[src/rtl/alu_mul_seq.sv]
// rtl/alu_mul_seq.sv - unsigned 8x8 shift-and-add multiply sequencer driving the shared 8-bit ALU
module alu_mul_seq #(
  parameter logic [7:0] ADD_CINS = 8'h00
) (
  input  logic        clk,
  input  logic        rst_n,
  input  logic        start,
  input  logic [7:0]  mcand,
  input  logic [7:0]  mplier,
  output logic        busy,
  output logic        done,
  output logic [15:0] product,
  output logic [7:0]  alu_a,
  output logic [7:0]  alu_b,
  output logic [7:0]  alu_cins,
  output logic        alu_oe,
  output logic        alu_carryin,
  input  logic [7:0]  alu_out,
  input  logic        alu_carryout
);

  typedef enum logic [1:0] {
    S_IDLE = 2'd0,
    S_RUN  = 2'd1,
    S_DONE = 2'd2
  } state_t;

  state_t      state;
  logic [7:0]  mcand_r;
  logic [7:0]  acc_hi;
  logic [7:0]  acc_lo;
  logic [2:0]  cnt;
  logic [8:0]  step_sum;
  logic        in_run;

  assign in_run = (state == S_RUN);

  // Partial-product add comes from the ALU only when the current multiplier bit is set.
  always_comb begin
    step_sum = {1'b0, acc_hi};
    if (acc_lo[0]) begin
      step_sum = {alu_carryout, alu_out};
    end
  end

  always_ff @(posedge clk) begin
    if (!rst_n) begin
      state   <= S_IDLE;
      mcand_r <= 8'h00;
      acc_hi  <= 8'h00;
      acc_lo  <= 8'h00;
      cnt     <= 3'd0;
      busy    <= 1'b0;
      done    <= 1'b0;
    end else begin
      case (state)
        S_IDLE: begin
          done <= 1'b0;
          if (start) begin
            mcand_r <= mcand;
            acc_hi  <= 8'h00;
            acc_lo  <= mplier;
            cnt     <= 3'd0;
            busy    <= 1'b1;
            state   <= S_RUN;
          end
        end
        S_RUN: begin
          // 17-bit right shift of {carry, sum, multiplier remainder}.
          {acc_hi, acc_lo} <= {step_sum, acc_lo[7:1]};
          cnt <= cnt + 3'd1;
          if (cnt == 3'd7) begin
            state <= S_DONE;
            done  <= 1'b1;
          end
        end
        S_DONE: begin
          done  <= 1'b0;
          busy  <= 1'b0;
          state <= S_IDLE;
        end
        default: begin
          done  <= 1'b0;
          busy  <= 1'b0;
          state <= S_IDLE;
        end
      endcase
    end
  end

  assign product     = {acc_hi, acc_lo};
  assign alu_oe      = in_run & acc_lo[0];
  assign alu_a       = in_run ? acc_hi : 8'h00;
  assign alu_b       = in_run ? mcand_r : 8'h00;
  assign alu_cins    = ADD_CINS;
  assign alu_carryin = 1'b0;

endmodule

[config.mk]
export PLATFORM = sky130hd
export DESIGN_NAME = alu_mul_seq
export DESIGN_NICKNAME = d
export VERILOG_FILES = /design/src/rtl/alu_mul_seq.sv
export SDC_FILE = /design/constraint.sdc
export NUM_CORES = 1
export LEC_CHECK = 0
export ABC_AREA = 1
export CAP_MARGIN = 20
export CORE_ASPECT_RATIO = 0.6
export CORE_UTILIZATION = 35
export CTS_CLUSTER_DIAMETER = 40
export DETAILED_ROUTE_END_ITERATION = 7
export GPL_TIMING_DRIVEN = 0
export PLACE_DENSITY = 0.68
export SLEW_MARGIN = 20
export SYNTH_ARGS = -nofsm -noshare
export SYNTH_HDL_FRONTEND = slang
export SYNTH_SLANG_ARGS = --single-unit
[constraint.sdc]
create_clock -name clk -period 2.4 [get_ports clk]
set_input_delay 0.24 -clock clk [delete_from_list [all_inputs] [get_ports clk]]
set_output_delay 0.24 -clock clk [all_outputs]
set_load 0.05 [all_outputs]
==> results.md <==
- Post-Route Skew: 7.47 ps
- Number of remaining DRC errors: 0
- Rel. slew slack: 64.9%
- Cts bufs inserted: 5
- Min cycle time layout: 2310 ps
- Largest net degree at the start of global routing: 11
- Maximum vdd drop: 0.318 mV
- Share of the synthesized area in the top cell type: 37.0%
- NetSw: 499 uW
- Worst-Skew Late Latency: 280 ps
- Leakage Power: 1.15 nW
- Slowest-stage cell, CP: clkdlybuf4s50_1
- N_diodes: 0
- Vias in the first global route: 1422
- Routed len/inst: 11.2 um
- CP Data Required Time: 2160 ps
- Post-synthesis cell type count: 22
- Fin. max-slew vios: 0
- Initial Util: 36.5%
- Final worst slack: 85.6 ps
- Critical Path Start Type: flip-flop
- Clock transition at path regs: 70 ps
- Clock sink count: 31
- Int Pwr: 1.06 mW
- Mean number of vias per cell: 4.47
- Final setup viols: 0
- #FFs+latches synth: 31
- Worst Path Max Fanout: 10
- Syn Area/Cell: 7.26 um^2
- Cell repeated most along the worst path: buf_12
- Initial antenna violation count: 0
- Core Box Area: 0.00459 mm^2
- I/O pin count: 72
- Clock power frac: 33.8%
- Clk root buf: clkbuf_8
- Share of post-route cells with drive strength above 1: 14.6%
- Final Hold Fails: 0
- NumNets Final: 338
- GRT Total Usage: 17.1%
- Sw frac: 31.9%
- CTS max path bufs: 2
- Max-cap violation count: 0
- Buf/Inv on CP: 5
- Post-synthesis cell count: 231
- DP Wirelength: 3090 um
- Initial DRC count: 62
- Gate power share: 29.2%
- Post-route ant nets: 0
- Post-DP Area: 0.00241 mm^2
- Unrepaired setup endpoints after global routing: no
- Drt first pass iters: 4
- Synthesized area: 0.00168 mm^2
- Status: complete, no violations
- Dpl ws: 365 ps
- P per Cell Area: 615 mW/mm^2
- Crit Path Category: flip-flop to primary output
- Global-route wire length before repair: 6750 um
- Fin crit share: 96.4%
- Placement Rows: 19
- Post-cts hold buffer count: 0
- CTS tree: built
- Synth top area cells: dfxtp_1 (37%), nand3_1 (8.7%), nor2_1 (8.1%)
- Post-route setup TNS: 0 ps
- Die Footprint: 0.00508 mm^2
- Fin area: 0.00254 mm^2
- Worst hold path class: flip-flop to flip-flop
- Layout area overhead: 51.6%
- Port Buffers: 62
- Htree depth: 2
- Die height: 55.6 um
- Critical Path End Type: primary output
- Crit path DAT: 2070 ps
- Crit path max-delay family: buffers and inverters
- CP Cell Sequence: inv_2, buf_12, nand2_8, buf_12, buf_6, nor2_1, clkdlybuf4s50_1
- Synth area leader: dfxtp_1
- Tightest Pin Transition: 525 ps
- Warnings, synthesis: 0
- Grt ovf: 0
- Drt total wl: 4160 um
- Gp weighted congestion: 0.823
- Fill cell count: 445
- Sequential share of power: 37.0%
- Die W: 91.4 um
- Seq/Total Area, Yosys: 37.0%
- Vias after detailed routing: 1663
- Fmax: 0.432 GHz
- Worst path max stage delay: 800 ps
==> logic make-up after synthesis <==
| logic type | Yosys count | synth area share, % |
|---|---|---|
| simple gates | 101 | 29.6 |
| buf+inv | 57 | 19.9 |
| compound gates | 39 | 11.9 |
| flops | 31 | 37.0 |
| fa+ha+maj | 2 | 1.49 |
| other cells | 1 | 0.224 |
==> flip-flops by register name (all words and copies together), names as in the netlist <==
name     cells
acc_hi       8
acc_lo       8
busy         1
cnt          3
done         1
mcand_r      8
state        2
==> worst paths after layout <==
path | start | endpoint | slack [ps] | cells past startpoint
setup / recovery | state[1] | alu_b[4] | 90 | 7
hold / removal | busy | busy | 470 | 2
setup reg to reg | acc_lo[0] | acc_hi[5] | 1220 | 5
hold reg to reg | busy | busy | 470 | 2
==> tightest hold or removal path, stage by stage, from the launching register on <==
cell	delay, ps
dfxtp_1	310
nand2_1	60
a21oi_1	50
==> layer usage <==
metal	global-route usage, %	share of wire [%]	up-vias
li1	-	-	866
met1	26.1	51	725
met2	22.4	40	68
met3	4.78	8.1	4
met4	6.12	0.86	0
met5	0	0	-
==> cells in the final DEF, fill, tap and decap left out, drive strengths merged <==
cell / n
clkbuf: 8
o211ai: 1
o21ai: 19
buf: 19
dfxtp: 31
nand3: 33
bufinv: 1
ha: 2
clkinv: 1
inv: 36
dlymetal6s2s: 7
conb: 9
o22ai: 1
nor2: 37
nand2: 31
clkdlybuf4s50: 55
a21oi: 18
==> per-stage QoR <==
stage	hold slack (ps)	instances	power [mW]	util [%]
CTS	469	372	1.57	55.0
global route	504	372	1.64	55.4
global placement	450	364	1.04	52.4
finish	467	372	1.56	55.4
detailed placement	458	364	1.04	52.4
floorplan	378	239	0.901	-
==> final cells by class <==
type,instances,area (um^2),area share (%)
repair buffers,62,638,25.1
clock buffers,6,82.6,3.25
clock inverters,2,35.0,1.38
well taps,63,78.8,3.10
flip-flops and latches,31,621,24.4
inverters,36,135,5.32
plain buffers,21,198,7.78
multi-input cells,151,753,29.6
==> cell usage after synthesis, drive strengths merged <==
master	count
dfxtp	31
a21oi	18
conb	1
nor2	37
clkbuf	2
ha	2
o22ai	1
buf	19
inv	36
o211ai	1
o21ai	19
nand3	33
nand2	31
==> timing repair <==
item,4_1_cts,5_1_grt
resized for setup,0,7
endpoints found under the setup margin,0,7
buffers inserted,0,0
==> power by group through the flow <==
stage	Sequential [mW]	Clock, mW	Combinational, mW
after floorplan	0.650	0	0.251
after detailed placement	0.589	0	0.455
after global placement	0.589	0	0.453
final	0.579	0.529	0.456
after global routing	0.583	0.563	0.490
after CTS	0.578	0.539	0.457
No activity file was read; power rests on OpenSTA's default activity.
